## src/rtl/ntru_axis_bridge_pkg.sv

```systemverilog
`default_nettype none
// ============================================================================
// Module      : ntru_axis_bridge_pkg
// Description : Shared modulus encodings, mask width helper and input FSM type
//               for the NTRU AXI-stream bridge.
// Revision    : 1.0 - initial release
// ============================================================================
package ntru_axis_bridge_pkg;

  localparam logic [1:0] c_Q_2048     = 2'd0;
  localparam logic [1:0] c_Q_4096     = 2'd1;
  localparam logic [1:0] c_Q_8192     = 2'd2;
  localparam logic [1:0] c_Q_8192_ALT = 2'd3;

  typedef enum logic [1:0] {
    IN_IDLE   = 2'd0,
    IN_UNPACK = 2'd1,
    IN_WAIT   = 2'd2
  } in_state_e;

  // Number of significant coefficient bits kept for a given modulus select.
  function automatic logic [3:0] mask_bits(input logic [1:0] q);
    mask_bits = 4'd13;
    case (q)
      c_Q_2048:     mask_bits = 4'd11;
      c_Q_4096:     mask_bits = 4'd12;
      c_Q_8192:     mask_bits = 4'd13;
      c_Q_8192_ALT: mask_bits = 4'd13;
      default:      mask_bits = 4'd13;
    endcase
  endfunction

endpackage
`default_nettype wire

```

## src/rtl/ntru_lane_packer.sv

```systemverilog
`default_nettype none
// ============================================================================
// Module      : ntru_lane_packer
// Description : Collects serial core results into lanes of an AXI-stream beat.
// Revision    : 1.0 - initial release
// ============================================================================
module ntru_lane_packer
  import ntru_axis_bridge_pkg::*;
#(
  parameter int DATA_W = 32,
  parameter int LANES  = 2,
  parameter int COEF_W = 13,
  parameter int N_W    = 10
) (
  input  logic              clk,
  input  logic              rst_n,
  input  logic              i_run,
  input  logic [N_W-1:0]    i_n,
  input  logic [1:0]        i_q,
  input  logic [COEF_W-1:0] i_coef,
  input  logic              i_coef_valid,
  output logic              o_coef_ready,
  output logic [DATA_W-1:0] o_tdata,
  output logic              o_tvalid,
  output logic              o_tlast,
  input  logic              i_tready
);

  localparam int c_LANE_W = DATA_W / LANES;
  localparam int c_IDX_W  = (LANES > 1) ? $clog2(LANES) : 1;

  logic [DATA_W-1:0]  r_acc;
  logic [DATA_W-1:0]  r_tdata;
  logic [c_IDX_W-1:0] r_lane;
  logic [N_W-1:0]     r_cnt;
  logic               r_pend;
  logic               r_tlast;

  logic [DATA_W-1:0]  w_acc_nxt;
  logic [N_W-1:0]     w_cnt_nxt;
  logic [COEF_W-1:0]  w_mask;
  logic               w_fire;
  logic               w_last_coef;
  logic               w_beat_full;

  assign w_mask       = ~({COEF_W{1'b1}} << mask_bits(i_q));
  assign o_coef_ready = i_run & ~r_pend;
  assign w_fire       = i_coef_valid & o_coef_ready;
  assign w_cnt_nxt    = r_cnt + N_W'(1);
  assign w_last_coef  = (w_cnt_nxt == i_n);
  assign w_beat_full  = (r_lane == c_IDX_W'(LANES - 1));

  assign o_tdata  = r_tdata;
  assign o_tvalid = r_pend;
  assign o_tlast  = r_tlast;

  always_comb begin
    w_acc_nxt = r_acc;
    for (int i = 0; i < LANES; i++) begin
      if (r_lane == c_IDX_W'(i)) begin
        w_acc_nxt[i*c_LANE_W +: c_LANE_W] = c_LANE_W'(i_coef & w_mask);
      end
    end
  end

  // Accumulator is cleared whenever a beat is handed off, so unused lanes stay zero.
  always_ff @(posedge clk or negedge rst_n) begin
    if (!rst_n) begin
      r_acc   <= '0;
      r_tdata <= '0;
      r_lane  <= '0;
      r_cnt   <= '0;
      r_pend  <= 1'b0;
      r_tlast <= 1'b0;
    end else begin
      if (w_fire) begin
        r_cnt <= w_cnt_nxt;
        if (w_beat_full || w_last_coef) begin
          r_tdata <= w_acc_nxt;
          r_tlast <= w_last_coef;
          r_pend  <= 1'b1;
          r_acc   <= '0;
          r_lane  <= '0;
        end else begin
          r_acc  <= w_acc_nxt;
          r_lane <= r_lane + c_IDX_W'(1);
        end
      end
      if (r_pend && i_tready) begin
        r_pend  <= 1'b0;
        r_tlast <= 1'b0;
        if (r_tlast) begin
          r_cnt <= '0;
        end
      end
    end
  end

endmodule
`default_nettype wire

```

## src/rtl/ntru_axis_bridge.sv

```systemverilog
`default_nettype none
// ============================================================================
// Module      : ntru_axis_bridge
// Description : Unpacks AXI-stream beats into serial NTRU core coefficients and
//               packs serial core results back into AXI-stream beats.
// Revision    : 1.0 - initial release
// ============================================================================
module ntru_axis_bridge
  import ntru_axis_bridge_pkg::*;
#(
  parameter int DATA_W  = 32,
  parameter int LANES   = 2,
  parameter int COEF_W  = 13,
  parameter int SMALL_W = 2,
  parameter int N_W     = 10
) (
  input  logic               clk,
  input  logic               resetn,
  input  logic [DATA_W-1:0]  S_AXIS_MM2S_tdata,
  input  logic               S_AXIS_MM2S_tvalid,
  output logic               S_AXIS_MM2S_tready,
  output logic [DATA_W-1:0]  M_AXIS_MM2S_tdata,
  output logic               M_AXIS_MM2S_tvalid,
  input  logic               M_AXIS_MM2S_tready,
  output logic               M_AXIS_MM2S_tlast,
  input  logic [N_W-1:0]     poly_n,
  input  logic [1:0]         poly_q,
  output logic [COEF_W-1:0]  core_in_poly_1,
  output logic [SMALL_W-1:0] core_in_poly_2,
  output logic               core_in_valid,
  input  logic               core_in_ready,
  input  logic [COEF_W-1:0]  core_out,
  input  logic               core_out_valid,
  output logic               core_out_ready,
  output logic               cfg_err
);

  localparam int c_LANE_W = DATA_W / LANES;
  localparam int c_USED_W = COEF_W + SMALL_W;
  localparam int c_IDX_W  = (LANES > 1) ? $clog2(LANES) : 1;

  in_state_e          r_state;
  in_state_e          w_state_nxt;
  logic               r_run;
  logic [DATA_W-1:0]  r_beat;
  logic [c_IDX_W-1:0] r_lane;
  logic [N_W-1:0]     r_in_cnt;
  logic [N_W-1:0]     r_n;
  logic [1:0]         r_q;
  logic               r_cfg_err;

  logic [c_USED_W-1:0] w_lane_bits;
  logic [COEF_W-1:0]   w_mask;
  logic [N_W-1:0]      w_in_cnt_nxt;
  logic                w_in_fire;
  logic                w_cin_fire;
  logic                w_first;
  logic                w_bad_cfg;
  logic                w_lane_last;
  logic                w_in_done;
  logic                w_tlast_fire;
  logic                w_unused_beat;

  assign w_mask        = ~({COEF_W{1'b1}} << mask_bits(r_q));
  assign w_in_fire     = S_AXIS_MM2S_tvalid & S_AXIS_MM2S_tready;
  assign w_cin_fire    = core_in_valid & core_in_ready;
  assign w_first       = (r_in_cnt == '0);
  assign w_bad_cfg     = w_first && (poly_n == '0);
  assign w_in_cnt_nxt  = r_in_cnt + N_W'(1);
  assign w_lane_last   = (r_lane == c_IDX_W'(LANES - 1));
  assign w_in_done     = (w_in_cnt_nxt == r_n);
  assign w_tlast_fire  = M_AXIS_MM2S_tvalid & M_AXIS_MM2S_tready & M_AXIS_MM2S_tlast;
  assign cfg_err       = r_cfg_err;
  // Bits above the small field of each lane carry no information.
  assign w_unused_beat = ^r_beat;

  always_comb begin
    w_lane_bits = '0;
    for (int i = 0; i < LANES; i++) begin
      if (r_lane == c_IDX_W'(i)) begin
        w_lane_bits = r_beat[i*c_LANE_W +: c_USED_W];
      end
    end
  end

  always_ff @(posedge clk or negedge resetn) begin
    if (!resetn) begin
      r_state <= IN_IDLE;
    end else begin
      r_state <= w_state_nxt;
    end
  end

  always_comb begin
    w_state_nxt = r_state;
    case (r_state)
      IN_IDLE: begin
        if (w_in_fire && !w_bad_cfg) w_state_nxt = IN_UNPACK;
      end
      IN_UNPACK: begin
        if (w_cin_fire) begin
          if (w_in_done)        w_state_nxt = IN_WAIT;
          else if (w_lane_last) w_state_nxt = IN_IDLE;
        end
      end
      IN_WAIT: begin
        if (w_tlast_fire) w_state_nxt = IN_IDLE;
      end
      default: w_state_nxt = IN_IDLE;
    endcase
  end

  always_comb begin
    S_AXIS_MM2S_tready = r_run && (r_state == IN_IDLE);
    core_in_valid      = (r_state == IN_UNPACK);
    core_in_poly_1     = '0;
    core_in_poly_2     = '0;
    if (r_state == IN_UNPACK) begin
      core_in_poly_1 = w_lane_bits[COEF_W-1:0] & w_mask;
      core_in_poly_2 = w_lane_bits[c_USED_W-1:COEF_W];
    end
  end

  // Frame parameters are only sampled while the input counter is at zero.
  always_ff @(posedge clk or negedge resetn) begin
    if (!resetn) begin
      r_run     <= 1'b0;
      r_beat    <= '0;
      r_lane    <= '0;
      r_in_cnt  <= '0;
      r_n       <= '0;
      r_q       <= '0;
      r_cfg_err <= 1'b0;
    end else begin
      r_run <= 1'b1;
      if (w_in_fire) begin
        if (w_first) begin
          r_n <= poly_n;
          r_q <= poly_q;
        end
        if (w_bad_cfg) r_cfg_err <= 1'b1;
        else           r_beat    <= S_AXIS_MM2S_tdata;
      end
      if (w_cin_fire) begin
        r_in_cnt <= w_in_cnt_nxt;
        r_lane   <= (w_lane_last || w_in_done) ? '0 : r_lane + c_IDX_W'(1);
      end
      if (w_tlast_fire) begin
        r_in_cnt <= '0;
      end
    end
  end

  ntru_lane_packer #(
    .DATA_W (DATA_W),
    .LANES  (LANES),
    .COEF_W (COEF_W),
    .N_W    (N_W)
  ) u_packer (
    .clk          (clk),
    .rst_n        (resetn),
    .i_run        (r_run),
    .i_n          (r_n),
    .i_q          (r_q),
    .i_coef       (core_out),
    .i_coef_valid (core_out_valid),
    .o_coef_ready (core_out_ready),
    .o_tdata      (M_AXIS_MM2S_tdata),
    .o_tvalid     (M_AXIS_MM2S_tvalid),
    .o_tlast      (M_AXIS_MM2S_tlast),
    .i_tready     (M_AXIS_MM2S_tready)
  );

endmodule
`default_nettype wire

```

## config.mk

```make
export PLATFORM = sky130hd
export DESIGN_NAME = ntru_axis_bridge
export DESIGN_NICKNAME = d
export VERILOG_FILES = /design/src/rtl/ntru_axis_bridge_pkg.sv /design/src/rtl/ntru_lane_packer.sv /design/src/rtl/ntru_axis_bridge.sv
export SDC_FILE = /design/constraint.sdc
export NUM_CORES = 1
export LEC_CHECK = 0
export CORE_MARGIN = 2
export CORE_UTILIZATION = 55
export DETAILED_ROUTE_END_ITERATION = 7
export DONT_BUFFER_PORTS = 1
export PLACE_DENSITY = 0.7
export SLEW_MARGIN = 20
export SYNTH_ARGS = -nofsm -noshare
export SYNTH_HDL_FRONTEND = slang
export SYNTH_HIERARCHICAL = 1
export SYNTH_SLANG_ARGS = --single-unit
```

## constraint.sdc

```tcl
create_clock -name clk -period 6.3 [get_ports clk]
set_input_delay 0.945 -clock clk [delete_from_list [all_inputs] [get_ports clk]]
set_output_delay 0.945 -clock clk [all_outputs]
set_load 0.005 [all_outputs]
```

# Word level (Yosys, flattened, before mapping)
# Cells that the tools add are included.
# classes
add_sub_neg	4
shifts	1
multipliers	0
mux	26
n_reduce_logical	21
n_eq_ne	11
bitwise_logic	11
n_lt_le_gt_ge	0
div	0
# op_table
op	count
$mux W10	5
$mux W16	2
$mux W32	1
$and A13 B13 Y13	2
$add A10 B1 Y10 const B	2
$eq A10 B10 Y1	2
$logic_not A10 Y1	2
$mux W15	1
$mux W13	1
$not A13 Y13	1
$shl A13 B4 Y13 const A	1
$mux W2	6
$pmux W4 S3	1
$reduce_and A2 Y1	5
$mux W1	8
$and A1 B1 Y1	6
$eq A2 B2 Y1 const B	3
$pmux W2 S3	1
$reduce_bool A2 Y1	3
$eq A2 B1 Y1 const B	2
$logic_and A1 B1 Y1	4
$logic_not A2 Y1	2
$ne A2 B2 Y1 const B	2
$reduce_and A4 Y1	1
other kinds (7)	10
# totals
memories	0
word_cells	88
register_bits	135
inputBits	63
ramBits	0
out_inout_bits	53
rom_bits	0
latch_bits	0

# Logic depth before layout (Yosys ltp)
# depth
depth_word	8
ltp_mapped	10
depth_no_buf	7

# By module
# The synthesis kept the hierarchy.
# modules_own_cells
module	cells_each	area_each_um2	instances	seq_area_each_um2
ntru_lane_packer	478	4174.0	1	1926.8
ntru_axis_bridge	255	3120.5	1	1426.4

# Least setup slack after synthesis
# No wires, ideal clock.
# synth_path
kind	input to register
startpoint	input core_out_valid
endpoint	register u_packer.r_tdata[23] (netlist: u_packer/o_tdata[23])
arrival_ns	2.144
path_stages	8
setup_slack_ns	4.023
n_path_buf	2
setup_ns	0.133
required_ns	6.167
path_cell_list	and3b_1 clkbuf_1 clkbuf_1 nor2_1 a31oi_1 nand3_1 o31ai_1 o21ai_0
# synth_via
elab_chain_len	2
# synth_lines
item	line	rtl
from (decl)	ntru_axis_bridge.sv:33	input logic core_out_valid,
$and A1 B1 Y1	ntru_lane_packer.sv:48	assign w_fire = i_coef_valid & o_coef_ready;
$reduce_and A2 Y1 (no source line)	n/a	
to (signal assigned)	ntru_lane_packer.sv:79	r_tdata <= w_acc_nxt;
to (decl)	ntru_lane_packer.sv:33	logic [DATA_W-1:0] r_tdata;
# No other way between the ends.
# A chain may end at the register's enable or synchronous reset.

# Worst setup path in the final report
# layout_path
startpoint	register u_packer.r_cnt[0]
endpoint	register u_packer.r_tdata[7] (netlist: u_packer/o_tdata[7])
# layout_via
elab_chain_len	4
# layout_lines
item	line	rtl
from (decl)	ntru_lane_packer.sv:35	logic [N_W-1:0] r_cnt;
from (signal assigned)	ntru_lane_packer.sv:77	r_cnt <= w_cnt_nxt;
$add A10 B1 Y10	ntru_lane_packer.sv:49	assign w_cnt_nxt = r_cnt + N_W'(1);
$eq A10 B10 Y1	ntru_lane_packer.sv:50	assign w_last_coef = (w_cnt_nxt == i_n);
$logic_or A1 B1 Y1	ntru_lane_packer.sv:78	if (w_beat_full || w_last_coef) begin
$reduce_and A2 Y1 (no source line)	n/a	
# No other way between the ends.

==> flow_summary.ini <==
[status]
status = finished, final reports clean

[placed_design]
port_buffers = 0
gp_congestion = 0.8135
dp_hpwl_um = 10570

[yosys]
ys_seq_elements = 134
avgSynthCellArea_um2 = 9.952
yosysSeqAreaShare = 0.4597
async_flop_share = 1.000
syn-num-nets = 799
syn_area_um2 = 7294
synth-warning-count = 6
ys_types = 68
postSynthCellCount = 733
synthFlopType = dfrtp_1
synth_edf_count = 0

[timing]
fin_tns_setup_ns = 0
tightest_slew_ns = 0.9885
hold_slack_ns = 0.2315
drv_slew = 0
rsz0062_at_grt = false
fin_worst_skew_ns = 0.007427
setup_viol = 0
max_clock_freq_ghz = 0.3076
min_period_ns = 3.251
timing.final.crit_share = 0.5160
maxSlewHeadroom = 0.3410
final-hold-violation-count = 0

[critical_path]
timing.rr.start = u_packer/r_cnt[0]
r2r_setup_slack_ns = 3.05
arrival_ns = 3.56
startpoint = u_packer/r_cnt[0]
worst-path-max-fanout = 29
cp_data_required_time_ns = 6.60
r2r-end = u_packer/o_tdata[7]
worstSetupEndpointType = flip-flop
worst_r2r_path_depth = 8
critPathKind = reg2reg
worstSetupStartpointType = flip-flop
crit_end = u_packer/o_tdata[7]

[routing]
antenna_left = 0
firstDrtPassIters = 5
drc = 0
via_per_inst = 6.073
drt_iter0_markers = 411
wl_per_cell_um = 18.41
wl_um = 16400
vias = 5411

[final_layout]
antenna_cells = 0
fin_util = 0.5957
fillerInstances = 1115
area_growth_pct = 6.861
drive_above_1_share = 0.1259
layout.nets = 771

[run]
max_cap_violations = 0

[floorplan]
die-area_um2 = 14200
rows = 42
io_pins = 116
start_util = 0.5575
coreArea_um2 = 13090
die_w_um = 119.2
dieHeight_um = 119.2

[pwr]
cellLeakagePower_nw = 3.493
irDropWorstVdd_mv = 0.2126
power_density_nw_per_um2 = 488.9
p_total_mw = 3.811

[clock_tree]
cts_buffers = 17
cts_setup_buffers = 0
clk_pin_slew_ns = 0.06
cts_resized = 0
clk_latency_ns = 0.42
cts-root-buf = clkbuf_16
cts_tree = done
clock-sinks = 134
ctsHoldBuffers = 0
clk_path_buf_depth = 2
htree_levels = 4

[grt]
antenna_found_initial = 0
grt_pass1_wl_um = 26850
grtUsageTotal = 0.2399
grt_start_max_net_pins = 135
overflow = 0
grt_pass1_vias = 5367

[min_path]
hp-class = in2async
logic make-up after synthesis:
logic type	Yosys count	share of synthesized area
other cells	1	0.0005141
xor+xnor	38	0.04854
mux	57	0.1045
flops	134	0.4597
simple gates	209	0.1432
fa+ha+maj	3	0.005146
compound gates	182	0.1672
buf+inv	109	0.07118
per-stage QoR:
step / cells / setup slack (ns) / instance area (um2)
after global routing: 891 / 2.764 / 7795
after detailed placement: 862 / 3.128 / 7267
after CTS: 891 / 3.112 / 7795
after global placement: 862 / 3.211 / 7267
after floorplan: 733 / 4.023 / 7295
final: 891 / 3.049 / 7795
worst max-delay path, cell delays in order, from the launching register on:
cell and delay (ns):
dfrtp_1 0.46, ha_1 0.34, xnor3_1 0.31, nand3_1 0.07, and4bb_1 0.25, buf_4 0.31
and4_1 0.26, nand3_1 0.67, o21ai_0 0.45
cell type report:
cell class | count | area (um2) | share of cell area
multi-input cells | 490 | 3431 | 0.4401
flip-flops and latches | 134 | 3353 | 0.4302
clock buffers | 23 | 447.9 | 0.05746
well taps | 176 | 220.2 | 0.02825
inverters | 54 | 202.7 | 0.02600
clock inverters | 6 | 80.08 | 0.01027
repair buffers | 8 | 60.06 | 0.007705
power by group:
group	total, mW	internal (mW)	switching (mW)
logic	1.39	0.622	0.764
clock network	0.913	0.572	0.341
registers	1.51	1.17	0.344
cells in the mapped netlist, drive strengths merged (4+ instances only):
master   count  area [um2]
nand4b       4       41.29
a21oi       23       115.1
mux2        42       611.8
o31ai       37       296.5
inv         54       202.7
o2bb2ai      4       35.03
a22oi        5       37.54
and2         6       37.54
nand2       53       203.9
a21boi       7       56.31
buf         27       211.5
or3          4       25.02
nor2        58       217.7
nand3b       5       37.54
nand3       37       195.2
a31oi       24       156.4
dfrtp      134        3353
nor4         4       40.04
xnor2       22       200.2
o21ai       60       311.5
nor3        14       70.07
clkbuf      28       105.1
and3         6       37.54
mux2i       15       150.1
xor2        15       131.4
sequential cells by signal, indices dropped and copies added (netlist names):
signal,flops
r_beat,30
r_state,2
u_packer/o_tdata,32
r_in_cnt,10
cfg_err,1
r_n,10
u_packer/r_lane,1
u_packer/r_acc,32
r_run,1
r_lane,1
r_q,2
u_packer/o_tvalid,1
u_packer/o_tlast,1
u_packer/r_cnt,10
routing by layer:
layer	vias to the layer above	routed length, um	global-route usage
met5	-	0	0
met4	0	418	0.1071
met3	37	1296	0.07280
met2	217	7893	0.3807
met1	2651	6794	0.3035
li1	2506	-	-
cell usage in the layout (no fill, tap or decap), types with 3 or more instances in the layout:
master     instances
a21boi_1           5
a21oi_1           23
a22oi_1            5
a31oi_1           23
and2_1             6
and3_1             6
and4_1             3
buf_4              8
clkbuf_1           6
clkbuf_16         17
clkinv_2           4
dfrtp_1          134
ha_1               3
inv_1             54
mux2_2             5
mux2_4            37
mux2i_1           15
nand2_1           51
nand3_1           35
nand3b_1           5
nand4b_1           3
nor2_1            58
nor3_1            14
nor4_1             3
o21ai_0           59
o2bb2ai_1          4
o31ai_1           35
or3_1              4
xnor2_1           20
xor2_1            15
worst min-delay path by stage:
| stage | depth (start not counted) | to | from |
|---|---|---|---|
| 2_1_floorplan | 2 | u_packer/r_acc[5] | u_packer/r_acc[5] |
| 3_3_place_gp | 2 | u_packer/r_acc[5] | u_packer/r_acc[5] |
| 3_5_place_dp | 2 | u_packer/r_acc[5] | u_packer/r_acc[5] |
| 4_1_cts | 0 | u_packer/r_cnt[2] | resetn |
| 5_1_grt | 0 | u_packer/r_acc[29] | resetn |
| 6_report | 0 | u_packer/r_acc[29] | resetn |
Note: power is estimated with default switching activity, not from simulation.
==> variant: new RTL, config.mk and constraints unchanged <==
Set the parameter `SMALL_W` to 4 (it was 2).
--- a/src/rtl/ntru_axis_bridge.sv
+++ b/src/rtl/ntru_axis_bridge.sv
@@ -12,5 +12,5 @@
   parameter int LANES   = 2,
   parameter int COEF_W  = 13,
-  parameter int SMALL_W = 2,
+  parameter int SMALL_W = 4,
   parameter int N_W     = 10
 ) (
Ports: changed (resized core_in_poly_2); port bits go from 116 to 118. No check against the original RTL was run, so the function may have changed too.
==> variant against the original RTL <==
Critical path type unchanged. First-iteration DRC count down 3.2%. Synthesized area down 0.27%. Fmax down 5.7%. Largest cell class is now flip-flops and latches. Final area up 1.1%. Die area down 0.27%. Power up 3.4%. Largest power group unchanged. Final cell count up 0.22%. Setup slack worse by 0.20 ns. Wire length up 1.3%. Non-clock buffer count down 1. Sequential cell count up 2. Clock power up 16%.
==> variant: results <==
set metrics [dict create \
    syn_nets 798 \
    grt_use_total_pct 24.5 \
    status "complete, no violations" \
    yosys-top-cells-count "dfrtp_1, nor2_1, o21ai_0" \
    clk_latency_ns 0.42 \
    viasPerCell 6.01 \
    placed_area_mm2 0.00725 \
    globalplace.congestion 0.894 \
    synth_area_leaders "dfrtp_1, mux2_4, o21ai_0, o31ai_1, nor2_1" \
    grt_pass1_wl_um 27400 \
    finalNetCount 770 \
    routed_wl_um 16600 \
    p_leak_nw 3.52 \
    grt_start_max_net_pins 137 \
    cp_data_arrival_time_ns 3.76 \
    hpwl_um 10700 \
    ir_drop_mv 0.233 \
    synth_cell_types 64 \
    synth-seq-area-share_pct 46.8 \
    initialDrtViolationCount 398 \
    grt_pass1_vias 5348 \
    diodes 0 \
    max_slew_margin_pct 33.1 \
    numCtsBuffers 17 \
    netSwitchingPower_mw 1.46 \
]
variant: cell types whose count changed in the layout (fill, tap and decap cells not counted), moves of 3 or more:
cell,unedited run,this run
mux2_2,5,16
clkbuf_1,6,2
mux2_4,37,28
clkbuf_8,0,7
o21ai_0,59,63
nor3_1,14,9
nand4_1,2,6
nand4b_1,3,0
nor2_1,58,64
a21oi_1,23,20
variant: path summary, 6_finish.rpt:
check | start | endpoint | slack [ns] | cells past startpoint
worst max-delay path | u_packer/r_cnt[0] | u_packer/o_tdata[2] | 2.85 | 7
worst max register to register | u_packer/r_cnt[0] | u_packer/o_tdata[2] | 2.85 | 7
worst min register to register | u_packer/r_acc[8] | u_packer/r_acc[8] | 0.48 | 2
worst min-delay path | resetn | u_packer/r_cnt[9] | 0.23 | 0
min in group clk | u_packer/r_acc[8] | u_packer/r_acc[8] | 0.48 | 2
max in group asynchronous | resetn | r_beat[19] | 5.91 | 0
variant: logic make-up (layout without fill, tap and decap cells):
logic type	count (synthesis)	in the layout	share of synthesized area, %
other	1	1	0.0516
flip-flops	136	136	46.8
multiplexers	59	59	10.3
AO/OA/AOI/OAI	177	177	16.0
AND/OR/NAND/NOR	206	206	13.9
buffers and inverters	109	94	7.10
adder cells (fa/ha/maj)	3	3	0.516
XOR/XNOR	41	41	5.23
variant: stage by stage:
step           cells  hold slack (ns)  power [mW]
2_1_floorplan    732            0.448        2.59
3_3_place_gp     861            0.462        2.81
3_5_place_dp     861            0.468        2.88
4_1_cts          893            0.208        3.95
5_1_grt          893            0.200        4.19
6_report         893            0.228        3.94
variant: cell type report:
type,instances,area [um^2]
Clock buffer,26,529
Clock inverter,6,109
Fill cell,1068,5200
Inverter,55,206
Multi-Input combinational cell,487,3360
Sequential cell,136,3400
Tap cell,176,220
Timing Repair Buffer,7,52.6
variant: power groups by stage:
stage | clock (mW) | sequential, mW | combinational (mW)
3_5_place_dp | 0 | 1.52 | 1.36
2_1_floorplan | 0 | 1.36 | 1.23
4_1_cts | 1.08 | 1.51 | 1.37
5_1_grt | 1.12 | 1.55 | 1.52
6_report | 1.06 | 1.51 | 1.38
3_3_place_gp | 0 | 1.50 | 1.30
variant: worst max-delay path, cell delays in order (launching register included):
cell and delay [ns]:
dfrtp_1 0.47, ha_1 0.34, xnor3_1 0.32, nand3_1 0.07, and4bb_2 0.74, and4_1 0.30, nand3_1 0.65, o21ai_0 0.43
variant: metal layers:
layer | part of all wire [%] | global-route usage [%] | up-vias | wire, um
met3 | 7.7 | 7.71 | 17 | 1290
met4 | 1.4 | 7.89 | 0 | 235
li1 | - | - | 2496 | -
met1 | 42 | 31.3 | 2658 | 6950
met5 | 0 | 0 | - | 0
met2 | 49 | 39.7 | 195 | 8140
